**config.mk**
```make
export PLATFORM = sky130hd
export DESIGN_NAME = oam_dma
export DESIGN_NICKNAME = d
export VERILOG_FILES = /design/src/rtl/nes_dma_pkg.sv /design/src/rtl/oam_dma.sv
export SDC_FILE = /design/constraint.sdc
export NUM_CORES = 1
export LEC_CHECK = 0
export BUFFER_PORTS_ARGS = -buffer_cell sky130_fd_sc_hd__buf_4
export CORE_UTILIZATION = 43
export CTS_BUF_LIST = sky130_fd_sc_hd__clkbuf_2 sky130_fd_sc_hd__clkbuf_4 sky130_fd_sc_hd__clkbuf_8
export CTS_CLUSTER_DIAMETER = 100
export DETAILED_ROUTE_END_ITERATION = 16
export PLACE_DENSITY = 0.87
export SLEW_MARGIN = 20
export SYNTH_ARGS = -nofsm -noshare
export SYNTH_HDL_FRONTEND = slang
export SYNTH_SLANG_ARGS = --single-unit
```
**constraint.sdc**
```tcl
create_clock -name clk -period 1.6 [get_ports clk]
set_clock_uncertainty 0.1 [all_clocks]
set_input_delay 0.08 -clock clk [delete_from_list [all_inputs] [get_ports clk]]
set_output_delay 0.08 -clock clk [all_outputs]
set_load 0.02 [all_outputs]
```
**src/rtl/nes_dma_pkg.sv**
```systemverilog
// Shared types and constants for the CPU-side sprite DMA engine.
package nes_dma_pkg;

  // Transfer sequencer states.
  typedef enum logic [2:0] {
    IDLE  = 3'd0,
    HALT  = 3'd1,
    ALIGN = 3'd2,
    READ  = 3'd3,
    WRITE = 3'd4
  } dma_state_t;

  // PPU register index of OAMDATA ($2004).
  localparam logic [2:0]  PPU_OAMDATA_IDX  = 3'd4;

  // CPU address of the DMA trigger register.
  localparam logic [15:0] DMA_TRIGGER_ADDR = 16'h4014;

endpackage

```
**src/rtl/oam_dma.sv**
```systemverilog
// Sprite DMA engine: a CPU write to $4014 halts the CPU and copies one
// page of CPU memory into sprite OAM, one byte per get/put cycle pair,
// through the PPU OAMDATA register.
module oam_dma
  import nes_dma_pkg::*;
#(
  parameter logic [2:0]  OAMDATA_IDX = PPU_OAMDATA_IDX,
  parameter int unsigned DMA_LEN     = 256
) (
  input  logic        clk,
  input  logic        reset,
  input  logic        cpu_ce,
  input  logic        dma_reg_cs,
  input  logic [7:0]  cpu_wr_data,
  output logic        cpu_rdy,
  output logic [15:0] mem_addr,
  output logic        mem_rd,
  input  logic [7:0]  mem_data_in,
  output logic        ppu_reg_cs,
  output logic        ppu_reg_we,
  output logic [2:0]  ppu_reg_addr,
  output logic [7:0]  ppu_data_out,
  output logic        dma_busy,
  output logic        dma_done
);

  // Index of the final byte; the compare against it ends the transfer,
  // so idx never wraps inside a transfer.
  localparam logic [7:0] LAST_IDX = 8'(DMA_LEN - 1);

  dma_state_t state_q;
  logic [7:0] page_q;
  logic [7:0] idx_q;
  logic       parity_q;
  logic       done_q;

  // Get/put parity: toggles on every CPU cycle, idle or not; 0 = get.
  always_ff @(posedge clk or negedge reset) begin
    if (!reset) begin
      parity_q <= 1'b0;
    end else if (cpu_ce) begin
      // NOTE: sequential state is always assigned with <= so every flop
      // samples pre-edge values regardless of statement order.
      parity_q <= ~parity_q;
    end
  end

  // Transfer sequencer: page/index registers and the one-cycle done pulse.
  always_ff @(posedge clk or negedge reset) begin
    if (!reset) begin
      state_q <= IDLE;
      page_q  <= 8'h00;
      idx_q   <= 8'h00;
      done_q  <= 1'b0;
    end else if (cpu_ce) begin
      done_q <= 1'b0;
      unique case (state_q)
        IDLE: begin
          if (dma_reg_cs) begin
            page_q  <= cpu_wr_data;
            idx_q   <= 8'h00;
            state_q <= HALT;
          end
        end
        HALT: begin
          // Reads must land on get cycles; the next cycle's parity is the
          // inverse of the current one.
          state_q <= parity_q ? READ : ALIGN;
        end
        ALIGN: begin
          state_q <= READ;
        end
        READ: begin
          state_q <= WRITE;
        end
        WRITE: begin
          if (idx_q == LAST_IDX) begin
            state_q <= IDLE;
            done_q  <= 1'b1;
          end else begin
            idx_q   <= idx_q + 8'd1;
            state_q <= READ;
          end
        end
        default: begin
          state_q <= IDLE;
        end
      endcase
    end
  end

  // Status: the CPU is held off for the whole transfer.
  assign cpu_rdy  = (state_q == IDLE);
  assign dma_busy = (state_q != IDLE);
  assign dma_done = done_q;

  // Memory side: the page never carries, so $FF reads stay in $FF00-$FFFF.
  assign mem_addr = {page_q, idx_q};
  assign mem_rd   = cpu_ce && (state_q == READ);

  // PPU side: strobes last only for the enabled clock; the data path is
  // the synchronous RAM output passed straight through during WRITE.
  assign ppu_reg_cs   = cpu_ce && (state_q == WRITE);
  assign ppu_reg_we   = cpu_ce && (state_q == WRITE);
  assign ppu_reg_addr = (state_q == WRITE) ? OAMDATA_IDX : 3'd0;
  assign ppu_data_out = (state_q == WRITE) ? mem_data_in : 8'h00;

endmodule
```
==> impl_results.md, run 1 <==
* Setup slack, reg-to-reg at -190 ps
* Failing checks: negative setup slack
* Number of setup violations in the final report at 29
* Vert. Die Dim at 52.7 um
* Placed cells at 206
* First-pass GRT wire length at 5420 um
* Syn Inst Count at 112
* Filler instances at 116
* Core Util, Final at 0.864
* TritonCTS clock tree: built
* PwrDens at 1500 mW/mm^2
* Gpl congestion at 0.897
* Num CTS Buffers at 3
* Class of the worst hold path: in2async
* EDFF count, synth at 0
* Worst setup SP type: register
* Top Metal Used: met4
* Die width at 52.7 um
* R2R Path End: idx_q[7]
* Core region area at 0.00245 sq mm
* Sequential Area at 531 sq um
* Crit-path cells: or3b_4, clkinv_4, buf_12, clkbuf_16, and2_4, buf_6
* Clock buffer depth at 2
* # port buffers at 50
* Starting Density at 0.451
* Ys async rst share at 1.00
* Initial antenna violation count at 0
* Met3 wire length at 251 um
* WL per Instance at 20.2 um
* Initial DRT Pass Iterations at 4
* Peak VDD IR at 1.55 mV
* Synth warn at 0
* Routed wl met2 at 2580 um
* Register area share after synthesis at 0.475
* Hold Slack at 40.3 ps
* Minimum clock period after layout at 1920 ps
* Slowest-stage cell, CP: dfrtp_2
* Post-DP HPWL at 2400 um
* Worst reg2reg path depth at 6
* CP Class: reg2out
* Clk root buf: clkbuf_4
* H-tree Lvls at 1
* Antenna Cells at 0
* Clk sinks at 21
* Max-slew violations at 0
* Worst setup margin at -315 ps
* Layout cell share with drive strength beyond 1 at 0.637
* Synth unique cells at 35
* Number of antenna-violating nets in the routed design at 0
* Final Hold Viols at 0
* Data required, critical path at 1420 ps
* WL final at 4730 um
* Mapped Area at 0.00111 sq mm
* Max Clk Rate at 522 MHz
* Worst stage delay on the critical path at 440 ps
* MaxCap Viol Count at 0
* # IOs at 53
* Die area at 0.00278 sq mm
* Critical path peak fanout at 6
* Reg-to-reg startpoint: state_q[0]
* Largest net degree at the start of global routing at 22
* Sum of routed wire segments on met1 at 1720 um
* Leakage at 1.05 nW
* Via count at 1351
* CP endpoint kind: primary output
* Worst path arrival time at 1740 ps
* Finished Layout Cells at 234
* Most common cell after layout, fill and taps aside: buf_4
* Outcome: finished, violations left
* Row Count at 18
* Clk Latency, worst-skew pair at 330 ps
* Most frequent cells in the layout: 63 x buf_4, 18 x buf_6, 17 x dfrtp_1
* Multi-input logic area at 659 sq um
* P&R area growth vs syn at 91.7%
* Iter 0 DRT Violations at 49
* Post-route DRC at 0
* Worst-path clk slew at 130 ps
* RSZ-0062 raised after global routing: true
* FF+latch count, synth at 21
* Total Nets Final at 226
* Ys flop type: dfrtp_1
* Number of global-route vias before repair at 1166
* Vias per cell at 5.77
* GRT Total Usage at 0.279
* Grt total ovfl at 0
* Mean Syn Cell Area at 9.88 sq um
* Period utilization at 1.20
-- synthesized netlist by cell type, types with 4 or more instances --
cell type | instances | share of area
nand4_1 | 4 | 0.023
nand3_1 | 6 | 0.027
nand2_1 | 7 | 0.024
mux2_2 | 8 | 0.081
nor2_1 | 5 | 0.017
and3_1 | 4 | 0.023
o21ai_0 | 6 | 0.027
and2_1 | 9 | 0.051
buf_4 | 4 | 0.027
a21oi_1 | 5 | 0.023
dfrtp_1 | 21 | 0.48
inv_1 | 5 | 0.017
-- cell type report --
cell class / instances / share of cell area
repair buffers: 94 / 0.394
clock buffers: 3 / 0.0106
inverters: 6 / 0.0142
well taps: 30 / 0.0177
multi-input cells: 79 / 0.311
clock inverters: 1 / 0.00236
flip-flops and latches: 21 / 0.250
-- critical path: cells and delay by family (launching register included) --
kind                   cells  cell delay, ps
buffers and inverters      4             420
DFF                        1             440
and+or+nand+nor            2             550
-- per-stage QoR --
| stage | cell area (sq um) | setup slack, ps | setup TNS, ps | power [mW] |
|---|---|---|---|---|
| finish | 2120 | -315 | -5230 | 3.18 |
| global route | 2120 | -338 | -5980 | 3.30 |
| CTS | 1950 | -296 | -3390 | 2.83 |
| detailed placement | 1690 | -109 | -252 | 2.38 |
| global placement | 1690 | -44.2 | -44.2 | 2.31 |
| floorplan | 1170 | -92.6 | -356 | 1.72 |
-- power breakdown --
part | switching [mW] | leakage [nW] | internal (mW) | total [mW]
registers | 0.154 | 0.264 | 0.731 | 0.884
logic | 0.988 | 0.766 | 1.03 | 2.02
clock network | 0.187 | 0.0177 | 0.0943 | 0.281
total | 1.33 | 1.05 | 1.85 | 3.18
-- cell families (layout without fill, tap and decap cells) --
logic type | Yosys count | after routing | synth area share
muxes | 8 | 8 | 0.0815
DFF | 21 | 21 | 0.475
AOI/OAI and AO/OA | 23 | 23 | 0.133
and+or+nand+nor | 44 | 44 | 0.219
xor gates and xnor gates | 1 | 1 | 0.00792
buffers and inverters | 13 | 104 | 0.0679
adders and majority gates | 1 | 1 | 0.0113
other | 1 | 2 | 0.00339
-- how the worst max path moves through the flow --
stage | startpoint | endpoint | slack (ps)
global route | state_q[0] | ppu_data_out[1] | -340
floorplan | state_q[0] | idx_q[7] | -90
global placement | state_q[0] | idx_q[7] | -40
finish | state_q[0] | ppu_data_out[5] | -320
detailed placement | state_q[0] | idx_q[7] | -110
CTS | state_q[1] | ppu_data_out[1] | -300
-- layer usage --
layer | track usage | vias to the layer above
met5 | 0 | -
li1 | - | 583
met3 | 0.0551 | 19
met1 | 0.317 | 679
met2 | 0.508 | 70
met4 | 0.101 | 0
-- flip-flops by register name (all words and copies together) (netlist names) --
register,count
parity_q,1
page_q,8
idx_q,8
state_q,3
dma_done,1
-- timing repair --
item,in CTS,in global routing
cloned,0,1
setup buffers,5,9
resized for setup,28,27
hold buffers,10,0
pin swaps,5,16
setup endpoints to repair,22,30
hold endpoints to repair,32,0
Note: power is estimated with default switching activity, not from simulation.
==> run 2, diff against run 1 <==
CORE_UTILIZATION = 47   (was 43)
PLACE_DENSITY = 0.9   (was 0.87)
SETUP_SLACK_MARGIN = 0.3   (was not set)
clock period = 1.95 ns   (was 1.6 ns; I/O delays follow)
==> run 2 against run 1 <==
Effect of this change:
- the run now ends clean
- core utilization grew 6.3 points
- final area decreased by 3.4%
- non-clock buffer count fell by 10
- count of clock-buffer cells in the layout stayed put
- sequential share of layout area up 0.75 points
- worst setup slack better by 410 ps
- flip-flop and latch count unchanged
- clock power shrank 20%
- via count increased by 0.74%
- highest routed layer unchanged
==> impl_results.md, run 2 (same netlist as run 1, synthesis figures left out) <==
* Outcome: completed
* P&R area growth vs syn at 85.3%
* Max Clk Rate at 540 MHz
* Minimum clock period after layout at 1850 ps
* Setup slack, reg-to-reg at 100 ps
* Gpl congestion at 0.858
* Die area at 0.00255 sq mm
* Worst reg2reg path depth at 4
* Row Count at 17
* CP endpoint kind: register
* MaxCap Viol Count at 0
* Number of antenna-violating nets in the routed design at 0
* Total Nets Final at 217
* WL final at 4990 um
* Filler instances at 70
* Placed cells at 187
* Critical path peak fanout at 6
* Grt total ovfl at 0
* Core region area at 0.00221 sq mm
* Most frequent cell on the critical path: nand3_1
* Vert. Die Dim at 50.5 um
* Data required, critical path at 2110 ps
* Hold Slack at 93.3 ps
* Slowest-stage cell, CP: dfrtp_1
* Delay-heaviest family, CP: simple AND/OR/NAND/NOR gates
* Setup TNS at 0 ps
* RSZ-0062 raised after global routing: true
* GRT Total Usage at 0.295
* Clk Latency, worst-skew pair at 310 ps
* Final Hold Viols at 0
* Post-DP HPWL at 2080 um
* WP depth at 4
* Buffers & Inverters on Critical Path at 0
* H-tree Lvls at 1
* Clk sinks at 21
* Class of the worst hold path: in2async
* Number of global-route vias before repair at 1181
* Layout cell share with drive strength beyond 1 at 0.579
* R2R Path End: idx_q[7]
* Antenna Cells at 0
* Worst stage delay on the critical path at 560 ps
* Max-slew violations at 0
* Worst setup margin at 99.6 ps
* Initial DRT Pass Iterations at 6
* Period utilization at 0.949
* Post-route DRC at 0
* Largest net degree at the start of global routing at 22
* Clock buffer depth at 2
* Via count at 1361
* # IOs at 53
* First-pass GRT wire length at 5550 um
* Worst setup SP type: register
* Die width at 50.5 um
* Num CTS Buffers at 3
* Largest regs: idx_q: 8 flops, page_q: 8 flops, state_q: 3 flops
* Number of setup violations in the final report at 0
* Worst-path clk slew at 130 ps
* # port buffers at 50
* Final Power at 2.63 mW
* Pre-CTS setup slack at 138 ps
* Worst Setup EP: idx_q[7]
* Vias per cell at 6.10
* TritonCTS clock tree: built
* Design area at 0.00205 sq mm
* Most common cell after layout, fill and taps aside: buf_4
* Core Util, Final at 0.926
* Peak VDD IR at 1.09 mV
* Crit-path cells: and3_1, nand3_1, or4_1, nand3_1
* Area after DPL at 0.00151 sq mm
* Worst path arrival time at 2010 ps
* Most frequent cells in the layout: 55 x buf_4, 19 x dfrtp_1, 15 x buf_6
* Starting Density at 0.500
* Finished Layout Cells at 223
* WL per Instance at 22.4 um
* Crit path launch: idx_q[3]
* Initial antenna violation count at 0
* CP Class: reg2reg
* PwrDens at 1280 mW/mm^2
* Clk root buf: clkbuf_4
* Reg-to-reg startpoint: idx_q[3]
* Iter 0 DRT Violations at 62
* Leakage at 1.01 nW
[run 2: cell count changes in the layout (fill, tap and decap cells not counted), sizes merged]
cell / change
buf: -9
clkbuf: -1
inv: +1
[run 2: final cells by class]
cell class	count	area, sq um	share of cell area
flip-flops and latches	21	528	0.258
repair inverters	1	6.26	0.00305
inverters	6	30.0	0.0147
clock buffers	3	22.5	0.0110
clock inverters	1	5.00	0.00244
multi-input cells	79	666	0.325
well taps	28	35.0	0.0171
repair buffers	84	757	0.369
[run 2: how the worst min path moves through the flow]
stage	start	endpoint	slack (ps)	depth (start not counted)
floorplan	reset	dma_done	-300	0
detailed placement	reset	page_q[0]	-100	1
global route	reset	idx_q[4]	110	2
CTS	reset	page_q[5]	100	2
finish	reset	idx_q[4]	90	2
global placement	reset	parity_q	-110	1
[run 2: metal layers]
metal / vias to the layer above / GRT usage / wire length (um)
li1: 563 / - / -
met1: 668 / 0.348 / 1830
met2: 111 / 0.536 / 2570
met3: 19 / 0.0515 / 418
met4: 0 / 0.0972 / 172
met5: - / 0 / 0
[run 2: where the power goes]
group | internal [mW] | total (mW) | switching (mW)
sequential | 0.597 | 0.748 | 0.151
combinational | 0.838 | 1.65 | 0.814
clock | 0.0767 | 0.226 | 0.150
total | 1.51 | 2.63 | 1.11
[run 2: repair_timing]
item	4_1_cts	5_1_grt
gates resized for setup	16	44
cloned	1	0
buffers inserted	15	6
setup endpoints to repair	25	29
endpoints found under the hold margin	30	0
pin swaps	4	14
hold buffers	10	0
==> run 3, diff against run 2 <==
CAP_MARGIN = 20   (was not set)
clock period = 2.01 ns   (was 1.95 ns; I/O delays follow)
==> run 3 against run 2 <==
Effect of this change:
- sequential share of layout area is 3.5 points higher
- combinational power is 26% lower
- via count is 12% lower
- clock power hardly changed
- register-to-register slack better by 170 ps
- global-route usage is 0.55 points lower
- flip-flop and latch count stayed put
- cell count is 5.8% lower
- count of clock-buffer cells in the layout stayed put
- core utilization is 10 points lower
- worst setup slack better by 100 ps
- sequential power is 6.3% lower
- largest cell class unchanged
- highest routed layer unchanged
==> impl_results.md, run 3 (same netlist as run 1, synthesis figures left out) <==
* Outcome: completed
* Core Util, Final at 0.822
* Die width at 50.5 um
* GRT Total Usage at 0.289
* Max-slew violations at 0
* Final Hold Viols at 0
* MaxCap Viol Count at 0
* Most frequent cell on the critical path: buf_6
* Most frequent cells in the layout: 50 x buf_4, 16 x dfrtp_1, 12 x buf_6
* Area after DPL at 0.00150 sq mm
* Worst setup SP type: register
* Setup TNS at 0 ps
* RSZ-0062 raised after global routing: true
* Design area at 0.00182 sq mm
* Clk sinks at 21
* Worst reg2reg path depth at 5
* Row Count at 17
* Largest regs: idx_q: 8 flops, page_q: 8 flops, state_q: 3 flops
* Number of setup violations in the final report at 0
* Via count at 1204
* Minimum clock period after layout at 1810 ps
* Crit path launch: state_q[1]
* Worst path arrival time at 1610 ps
* Max Clk Rate at 554 MHz
* Num CTS Buffers at 3
* Antenna Cells at 0
* Grt total ovfl at 0
* Core region area at 0.00221 sq mm
* Starting Density at 0.500
* Initial DRT Pass Iterations at 4
* Vias per cell at 5.73
* Multi-input logic area at 584 sq um
* TritonCTS clock tree: built
* # port buffers at 50
* P&R area growth vs syn at 64.5%
* Total Nets Final at 204
* Largest net degree at the start of global routing at 22
* Class of the worst hold path: in2async
* Worst stage delay on the critical path at 450 ps
* Crit-path cells: or3b_4, clkinv_4, buf_6, and2_4, buf_6
* WL final at 3700 um
* Reg-to-reg startpoint: state_q[1]
* First-pass GRT wire length at 5260 um
* Post-route DRC at 0
* Critical path peak fanout at 5
* Data required, critical path at 1810 ps
* Peak VDD IR at 0.979 mV
* PwrDens at 1180 mW/mm^2
* CP endpoint kind: primary output
* Leakage at 0.878 nW
* Iter 0 DRT Violations at 43
* Layout cell share with drive strength beyond 1 at 0.549
* Worst-path clk slew at 130 ps
* Number of antenna-violating nets in the routed design at 0
* Number of global-route vias before repair at 1154
* Filler instances at 115
* Slowest-stage cell, CP: dfrtp_2
* Worst setup margin at 204 ps
* Die area at 0.00255 sq mm
* Sequential Area at 532 sq um
* # IOs at 53
* Post-DP HPWL at 2020 um
* Vert. Die Dim at 50.5 um
* Period utilization at 0.899
* Pre-CTS setup slack at 232 ps
* Clock buffer depth at 2
* H-tree Lvls at 1
* Most common cell after layout, fill and taps aside: buf_4
* WL per Instance at 17.6 um
* Hold Slack at 86.3 ps
* CP Class: reg2out
* Clk Latency, worst-skew pair at 330 ps
* Initial antenna violation count at 0
* Clk root buf: clkbuf_4
* Gpl congestion at 0.847
run 3: cell count changes in the layout (fill, tap and decap cells not counted), moves of 2 or more:
| cell | before | now |
|---|---|---|
| buf_12 | 3 | 0 |
| mux2_4 | 8 | 0 |
| o21ai_0 | 0 | 4 |
| buf_4 | 55 | 50 |
| o21ai_1 | 5 | 3 |
| dfrtp_1 | 19 | 16 |
| mux2_2 | 0 | 8 |
| inv_4 | 2 | 0 |
| buf_6 | 15 | 12 |
| dfrtp_2 | 2 | 5 |
run 3: per-stage QoR:
step | cells | power [mW]
floorplan | 113 | 1.30
global placement | 187 | 1.64
detailed placement | 187 | 1.67
CTS | 208 | 2.03
global route | 210 | 2.24
finish | 210 | 2.15
run 3: per-layer routing:
metal | GRT usage | part of all wire | vias up
met3 | 0.0515 | 0.068 | 19
li1 | - | - | 532
met1 | 0.314 | 0.39 | 575
met2 | 0.547 | 0.51 | 78
met5 | 0 | 0 | -
met4 | 0.116 | 0.035 | 0
run 3: what timing repair did:
action,CTS,global route
resized for setup,30,10
buffers inserted,6,2
hold endpoints to repair,31,0
hold buffers,10,0
pin swaps,11,3
setup endpoints to repair,17,29
gates cloned,1,0
run 3: worst paths after layout:
check                                       end  slack [ps]
worst max-delay path            ppu_data_out[5]         200
worst max register to register         idx_q[7]         270
max in group asynchronous              idx_q[1]        1490
worst min register to register         parity_q         380
worst min-delay path                  page_q[0]          90
min in group clk                       idx_q[6]         110
run 3: worst max-delay path: cells and delay by family, from the launching register on:
kind / cells / cell delay [ps]
flops: 1 / 450
simple gates: 2 / 540
buf+inv: 3 / 300
run 3: area by class of cell:
| type | instances | area share |
|---|---|---|
| clock buffers | 3 | 0.0124 |
| clock inverters | 1 | 0.00413 |
| inverters | 6 | 0.0151 |
| multi-input cells | 79 | 0.321 |
| flip-flops and latches | 21 | 0.292 |
| well taps | 28 | 0.0193 |
| repair buffers | 72 | 0.336 |
run 3: report_power, final:
part	internal (mW)	switching [mW]
sequential	0.584	0.118
combinational	0.581	0.644
clock	0.0763	0.152
total	1.24	0.914
